<file path="config.mk">
export PLATFORM = sky130hd
export DESIGN_NAME = uart_tx_frame_engine
export DESIGN_NICKNAME = d
export VERILOG_FILES = /design/src/rtl/uart_tx_frame_engine.sv
export SDC_FILE = /design/constraint.sdc
export NUM_CORES = 1
export LEC_CHECK = 0
export ABC_AREA = 1
export CORE_UTILIZATION = 35
export CTS_CLUSTER_SIZE = 8
export DETAILED_ROUTE_END_ITERATION = 10
export DONT_BUFFER_PORTS = 1
export GPL_TIMING_DRIVEN = 0
export HOLD_SLACK_MARGIN = 0.02
export SKIP_CTS_REPAIR_TIMING = 1
export SLEW_MARGIN = 20
export SYNTH_ARGS = -nofsm -noshare
export SYNTH_HDL_FRONTEND = slang
export SYNTH_SLANG_ARGS = --single-unit
export TNS_END_PERCENT = 5
</file>
<file path="constraint.sdc">
create_clock -name clk -period 2.2 [get_ports clk]
set_clock_uncertainty 0.1 [all_clocks]
set_input_delay 0.44 -clock clk [delete_from_list [all_inputs] [get_ports clk]]
set_output_delay 0.44 -clock clk [all_outputs]
set_load 0.01 [all_outputs]
</file>
<file path="src/rtl/uart_tx_frame_engine.sv">
// ---------------------------------------------------------------------------
// uart_tx_frame_engine
//
// Parametrised UART transmitter sitting between the APB register block and
// the TXD pad. Frame = start bit, DATA_W data bits (LSB first), optional
// parity bit (even/odd), one or two stop bits. A one-entry holding register
// behind a valid/ready handshake lets consecutive frames leave with no idle
// gap. Line configuration is captured when a frame is loaded, so register
// writes during a frame only affect the next one.
//
// Ports:
//   clk          system clock
//   rst          asynchronous, active-high reset
//   tx_data      word to transmit (sampled only on acceptance)
//   tx_valid     tx_data is valid
//   tx_ready     holding register empty; accepted when tx_valid && tx_ready
//   cfg_div      clocks per bit minus 1 (0 is treated as 1)
//   cfg_par_en   append a parity bit
//   cfg_par_odd  1 = odd parity, 0 = even parity
//   cfg_stop2    1 = two stop bits
//   txd          serial line, idle high (registered)
//   busy         a frame is being shifted out
//   frame_done   one-cycle pulse during the last clock of the last stop bit
// ---------------------------------------------------------------------------
module uart_tx_frame_engine #(
  parameter int DATA_W = 8,
  parameter int DIV_W  = 16
) (
  input  logic              clk,
  input  logic              rst,
  input  logic [DATA_W-1:0] tx_data,
  input  logic              tx_valid,
  output logic              tx_ready,
  input  logic [DIV_W-1:0]  cfg_div,
  input  logic              cfg_par_en,
  input  logic              cfg_par_odd,
  input  logic              cfg_stop2,
  output logic              txd,
  output logic              busy,
  output logic              frame_done
);

  localparam logic [2:0] ST_IDLE   = 3'd0;
  localparam logic [2:0] ST_START  = 3'd1;
  localparam logic [2:0] ST_DATA   = 3'd2;
  localparam logic [2:0] ST_PARITY = 3'd3;
  localparam logic [2:0] ST_STOP   = 3'd4;

  localparam int IDX_W = $clog2(DATA_W + 1);

  logic [2:0]        state_reg, state_next;
  logic [DATA_W-1:0] hold_reg, hold_next;
  logic              hold_full_reg, hold_full_next;
  logic [DATA_W-1:0] shift_reg, shift_next;
  logic [IDX_W-1:0]  idx_reg, idx_next;
  logic              stop_idx_reg, stop_idx_next;
  logic [DIV_W-1:0]  cnt_reg, cnt_next;
  logic [DIV_W-1:0]  div_l_reg, div_l_next;
  logic              par_en_reg, par_en_next;
  logic              stop2_reg, stop2_next;
  logic              parity_reg, parity_next;
  logic              txd_reg, txd_next;
  logic              frame_done_reg, frame_done_next;

  logic tick;
  logic frame_end;
  logic load;
  logic accept;

  assign tick      = (state_reg != ST_IDLE) && (cnt_reg == div_l_reg);
  assign frame_end = (state_reg == ST_STOP) && tick && (stop_idx_reg == stop2_reg);
  // Loading at frame_end chains frames back to back with no idle cycle.
  assign load      = hold_full_reg && ((state_reg == ST_IDLE) || frame_end);
  assign accept    = tx_valid && !hold_full_reg;

  always_comb begin
    state_next      = state_reg;
    hold_next       = hold_reg;
    hold_full_next  = hold_full_reg;
    shift_next      = shift_reg;
    idx_next        = idx_reg;
    stop_idx_next   = stop_idx_reg;
    cnt_next        = cnt_reg;
    div_l_next      = div_l_reg;
    par_en_next     = par_en_reg;
    stop2_next      = stop2_reg;
    parity_next     = parity_reg;
    txd_next        = 1'b1;
    frame_done_next = 1'b0;

    // load and accept are mutually exclusive: one needs hold full, the other empty.
    if (accept) begin
      hold_next      = tx_data;
      hold_full_next = 1'b1;
    end else if (load) begin
      hold_full_next = 1'b0;
    end

    if (state_reg != ST_IDLE) begin
      cnt_next = tick ? '0 : cnt_reg + DIV_W'(1);
    end

    if (load) begin
      state_next    = ST_START;
      shift_next    = hold_reg;
      idx_next      = '0;
      stop_idx_next = 1'b0;
      cnt_next      = '0;
      div_l_next    = (cfg_div == '0) ? DIV_W'(1) : cfg_div;
      par_en_next   = cfg_par_en;
      stop2_next    = cfg_stop2;
      parity_next   = (^hold_reg) ^ cfg_par_odd;
    end else if (tick) begin
      case (state_reg)
        ST_START: begin
          state_next = ST_DATA;
          idx_next   = '0;
        end
        ST_DATA: begin
          shift_next = shift_reg >> 1;
          if (idx_reg == IDX_W'(DATA_W - 1)) begin
            state_next    = par_en_reg ? ST_PARITY : ST_STOP;
            stop_idx_next = 1'b0;
          end else begin
            idx_next = idx_reg + IDX_W'(1);
          end
        end
        ST_PARITY: begin
          state_next    = ST_STOP;
          stop_idx_next = 1'b0;
        end
        ST_STOP: begin
          if (stop_idx_reg == stop2_reg) begin
            state_next = ST_IDLE;
          end else begin
            stop_idx_next = 1'b1;
          end
        end
        default: state_next = ST_IDLE;
      endcase
    end

    // Outputs are computed from next-state values so the pad sees a clean
    // flop output that changes on the same edge as the state.
    case (state_next)
      ST_START:  txd_next = 1'b0;
      ST_DATA:   txd_next = shift_next[0];
      ST_PARITY: txd_next = parity_next;
      default:   txd_next = 1'b1;
    endcase

    frame_done_next = (state_next == ST_STOP) && (stop_idx_next == stop2_next) &&
                      (cnt_next == div_l_next);
  end

  always_ff @(posedge clk or posedge rst) begin
    if (rst) begin
      state_reg      <= ST_IDLE;
      hold_reg       <= '0;
      hold_full_reg  <= 1'b0;
      shift_reg      <= '0;
      idx_reg        <= '0;
      stop_idx_reg   <= 1'b0;
      cnt_reg        <= '0;
      div_l_reg      <= DIV_W'(1);
      par_en_reg     <= 1'b0;
      stop2_reg      <= 1'b0;
      parity_reg     <= 1'b0;
      txd_reg        <= 1'b1;
      frame_done_reg <= 1'b0;
    end else begin
      state_reg      <= state_next;
      hold_reg       <= hold_next;
      hold_full_reg  <= hold_full_next;
      shift_reg      <= shift_next;
      idx_reg        <= idx_next;
      stop_idx_reg   <= stop_idx_next;
      cnt_reg        <= cnt_next;
      div_l_reg      <= div_l_next;
      par_en_reg     <= par_en_next;
      stop2_reg      <= stop2_next;
      parity_reg     <= parity_next;
      txd_reg        <= txd_next;
      frame_done_reg <= frame_done_next;
    end
  end

  assign tx_ready   = !hold_full_reg;
  assign txd        = txd_reg;
  assign busy       = (state_reg != ST_IDLE);
  assign frame_done = frame_done_reg;

endmodule

</file>
# Word level (Yosys, flattened, before mapping)
# Cells that the tools add are included.
[op_classes]
n_eq_ne = 14
n_addsub = 2
mul = 0
shifts = 0
n_mux = 28
div = 0
n_lt_le_gt_ge = 0
n_bitwise = 1
reduce_logical = 19
[op_table]
columns = ["cell", "n"]
rows = [
  ["$mux 16", 5],
  ["$eq 16x16->1", 2],
  ["$mux 8", 3],
  ["$add 16x1->16 const B", 1],
  ["$logic_not 16->1", 1],
  ["$mux 3", 5],
  ["$eq 3x2->1 const B", 4],
  ["$mux 4", 3],
  ["$pmux 3 s4", 1],
  ["$mux 1", 8],
  ["$pmux 4 s2", 1],
  ["$reduce_xor 8->1", 1],
  ["$logic_and 1x1->1", 7],
  ["$eq 3x1->1 const B", 2],
  ["$eq 3x3->1 const B", 2],
  ["$pmux 1 s3", 2],
  ["$reduce_bool 2->1", 3],
  ["$reduce_bool 3->1", 2],
  ["$add 4x1->4 const B", 1],
  ["$eq 4x3->1 const B", 1],
  ["$logic_not 3->1", 1],
  ["$ne 3x3->1 const B", 1],
  ["$reduce_and 3->1", 1],
  ["$eq 1x1->1", 2],
  ["other kinds (4)", 4],
]
[word_totals]
n_memories = 0
input_bits = 30
regBits = 62
rom_bits = 0
ram_bits = 0
latch_bits = 0
out_inout_bits = 4

# Logic depth before layout (Yosys ltp)
[depth]
depth_word = 10
ltp_mapped = 20

# Worst setup path before layout
# Ideal clock, no wire load.
[synth_timing]
kind = "reg-to-reg"
startpoint = "register div_l_reg[0]"
endpoint = "register frame_done_reg (netlist: frame_done)"
period_less_slack_ns = 2.114
stages_incl_launch_ff = 19
arrival_time_ns = 1.943
setup_ns = 0.071
setup_slack_ns = 0.086
cell_sequence = "dfstp_2 inv_1 nand2_1 nand2_1 nor2_1 nand2_1 nor2_4 nand4_2 nand2_1 nand2_1 buf_6 buf_6 nand3_1 nand2_1 nor2_1 nand2_1 nor2_1 nand3_1 nor2_1"
[synth_between]
elab_chain_len = 10
word_cells_on_any_way = 20
[synth_rtl]
columns = ["item", "line", "rtl"]
rows = [
  ["start: declaration", "58", "logic [DIV_W-1:0] div_l_reg, div_l_next;"],
  ["start signal: assignment", "179", "div_l_reg <= div_l_next;"],
  ["branches (longest 9 deep; another with $eq 16x16->1)", "--", ""],
  ["$logic_and 1x1->1 *", "152", "frame_done_next = (state_next == ST_STOP) && (stop_idx_next == stop2_next) &&"],
  ["net frame_done_next", "63", "logic frame_done_reg, frame_done_next;"],
  ["end signal: assignment", "184", "frame_done_reg <= frame_done_next;"],
  ["end: declaration", "63", ""],
]
# Mark *: on every way through the listed nets, which the timed path passes.
# A chain may end at the register's enable or synchronous reset.

# Final worst setup path
[layout_timing]
startpoint = "register cnt_reg[11]"
endpoint = "register frame_done_reg (netlist: frame_done)"
[layout_between]
elab_chain_len = 10
word_cells_on_any_way = 21
[layout_rtl]
columns = ["item", "line", "rtl"]
rows = [
  ["start: declaration", "57", "logic [DIV_W-1:0] cnt_reg, cnt_next;"],
  ["start signal: assignment", "178", "cnt_reg <= cnt_next;"],
  ["branches (longest 9 deep; another with $add 16x1->16)", "--", ""],
  ["$logic_and 1x1->1 *", "152", ""],
  ["net frame_done_next", "63", ""],
]
# Marks and branches as above.

==> results.py <==
metrics = {
    "timing": {
        "rsz0062_at_grt": "true",
        "setup_slack_ns": -0.340,
        "setup_violations": 14,
        "period_minus_slack_ns": 2.54,
        "worstMarginPinSlew_ns": 0.557,
        "final_max_slew_viol_count": 0,
        "hold_violations": 0,
        "max_slew_margin_pct": 62.5,
        "period_share_pct": 115,
        "fmax_ghz": 0.394,
    },
    "pwr": {
        "peakVddDrop_uv": 653,
        "power_per_cell_area_nw_per_um2": 819,
        "power_leakage_nw": 2.57,
    },
    "final_layout": {
        "final_util_pct": 45.0,
        "area_growth_pct": 23.1,
        "layout-drive-gt1-share_pct": 20.4,
        "diodes": 0,
        "postLayoutCellArea_um2": 4960,
        "nNetsFinal": 661,
    },
    "floorplan": {
        "die_y_um": 109,
        "die_x_um": 109,
        "num_io_pins": 34,
        "die_area_um2": 11900,
        "core-area_um2": 11000,
        "num_rows": 38,
        "start_util_pct": 36.5,
    },
    "grt": {
        "grt_pass1_wl_um": 18300,
        "gr-usage-met2_pct": 35.1,
        "grt_util_met1_pct": 25.5,
        "grt_max_degree": 34,
        "grt_antenna_before_repair": 0,
        "grtUsageTotal_pct": 20.8,
        "use_met3_pct": 4.39,
        "top_usage_layer": "met2",
        "grt-ovfl-total": 0,
        "grt_pass1_vias": 3706,
    },
    "placed_design": {
        "portBuffers": 0,
        "place.gp.congestion": 0.915,
        "place_area_um2": 4230,
        "hpwl_um": 8710,
    },
    "synth": {
        "ys_seq_area_share_pct": 38.6,
        "synth_edf_count": 0,
        "synthDominantCellAreaShare_pct": 37.3,
        "synth_flop_cell": "dfrtp_1",
        "syn_inst": 598,
        "synth_area_um2": 4030,
        "synthTopCellsByArea": "dfrtp_1 37%, nand2_1 20%, inv_1 8.1%",
        "synth_nets": 631,
        "ys_types": 33,
        "synthArstFlopShare_pct": 100,
        "synth_area_per_cell_um2": 6.74,
        "synth_seq_cells": 62,
        "synth-warning-count": 0,
        "synth.largest_area_cell": "dfrtp_1",
    },
    "setup_path": {
        "path_max_fanout": 8,
        "required_ns": 2.36,
        "critPathArrivalTime_ns": 2.70,
        "worstSetupPathType": "flop to flop",
        "startpoint_type": "flop",
        "cp-end-kind": "flop",
    },
    "run_status": {
        "violations": "setup timing",
        "status": "finished with violations",
    },
    "drt": {
        "drt-initial-drc-count": 211,
        "wl_um": 11800,
        "vias_per_cell": 4.98,
        "ant_nets": 0,
        "drc": 0,
        "vias": 3852,
        "first_pass_iters": 6,
        "routedWlPerCell_um": 15.3,
    },
    "min_path": {
        "hp-class": "input port to flop",
    },
    "cts": {
        "cts_root_buffer": "clkbuf_16",
        "htreeDepth": 3,
        "path_clk_slew_ns": 0.06,
        "cts_max_path_buffers": 2,
        "cts_num_sinks": 62,
        "clkLatencyLatePin_ns": 0.34,
        "cts_made_buffers": 9,
        "cts_tree": "done",
    },
    "run": {
        "drv_cap": 0,
    },
}
synth_stat cells (all sizes together) (8+ instances only):
library cell and n:
dfrtp 60, nor3 9, buf 11, inv 100
nand2 211, o21ai 22, a21oi 12, nor2 64
nand3 40, mux2 8, nand4 12, xor2 15
cell usage in the layout (no fill, tap or decap), types with 3 or more instances in the layout:
master and instances:
a21oi_1 11, buf_12 3, buf_4 14, buf_6 7, clkbuf_16 9, dfrtp_1 52
dfrtp_2 8, ha_1 3, inv_1 83, inv_2 16, inv_6 4, mux2_2 8
nand2_1 193, nand2_2 15, nand3_1 35, nand3_2 4, nand3b_1 4, nand4_1 11
nor2_1 51, nor2_2 7, nor2_4 6, nor3_1 9, nor4_1 6, o21ai_0 12
o21ai_1 4, o21ai_2 5, o221ai_1 4, xnor2_1 5, xor2_1 15
worst max-delay path, cell delays in order (launching register included):
cell and delay (ns):
dfrtp_2 0.43, nand2_1 0.07, nand2_1 0.13, nor2_2 0.17, nand2_2 0.10, nor2_4 0.18, nand4_4 0.14, nand2_4 0.13
nand2_4 0.08, buf_6 0.16, buf_8 0.14, nand3_2 0.05, nand2_1 0.06, nor2_2 0.10, nand2_1 0.07, nor2_1 0.12
nand3_1 0.08, nor2_1 0.14
area by class of cell:
| class | instances | area, um2 |
|---|---|---|
| tap | 140 | 175 |
| fill | 1132 | 6070 |
| buffer | 12 | 125 |
| timing repair buffer | 19 | 181 |
| clock buffer | 9 | 225 |
| sequential | 62 | 1560 |
| clock inverter | 7 | 77.6 |
| inverter | 100 | 378 |
| multi-input combinational | 424 | 2230 |
routing by layer:
layer	routed length, um	part of all wire, %	up-vias
met2	5720	48	104
met1	5050	43	1792
li1	-	-	1933
met5	0	0	-
met3	665	5.6	23
met4	371	3.1	0
through the flow:
step,hold WS (ns),cells,total power [mW],setup TNS (ns),setup slack (ns)
global placement,0.387,738,2.43,-42.76,-0.611
floorplan,0.371,598,2.22,0,0.0857
finish,0.127,773,4.06,-1.62,-0.340
global route,0.137,773,4.31,-3.63,-0.454
detailed placement,0.249,739,2.46,-7.94,-0.695
CTS,-0.112,755,3.94,-8.34,-0.701
power breakdown:
part	leakage [nW]	internal, mW	switching [mW]
clock	0.147	0.890	0.582
combinational	1.66	0.451	0.668
sequential	0.766	1.30	0.174
path summary, 6_finish.rpt:
path | startpoint | endpoint | slack, ns | depth (start not counted)
worst max-delay path | cnt_reg[11] | frame_done | -0.34 | 17
worst max register to register | cnt_reg[11] | frame_done | -0.34 | 17
max in group asynchronous | rst | txd | 0.93 | 3
worst min register to register | parity_reg | parity_reg | 0.38 | 2
min in group asynchronous | rst | div_l_reg[2] | 0.49 | 2
worst min-delay path | cfg_par_en | par_en_reg | 0.13 | 2
kinds of logic (layout without fill, tap and decap cells):
kind of cell / count (synthesis) / count (layout) / share of synthesized area (%)
and+or+nand+nor: 349 / 349 / 36.4
buffers and inverters: 112 / 147 / 11.1
DFF: 62 / 62 / 38.6
AOI/OAI and AO/OA: 44 / 44 / 6.40
xor gates and xnor gates: 20 / 20 / 4.35
muxes: 8 / 8 / 2.24
adders and majority gates: 3 / 3 / 0.931
(Power assumes the default switching activity.)
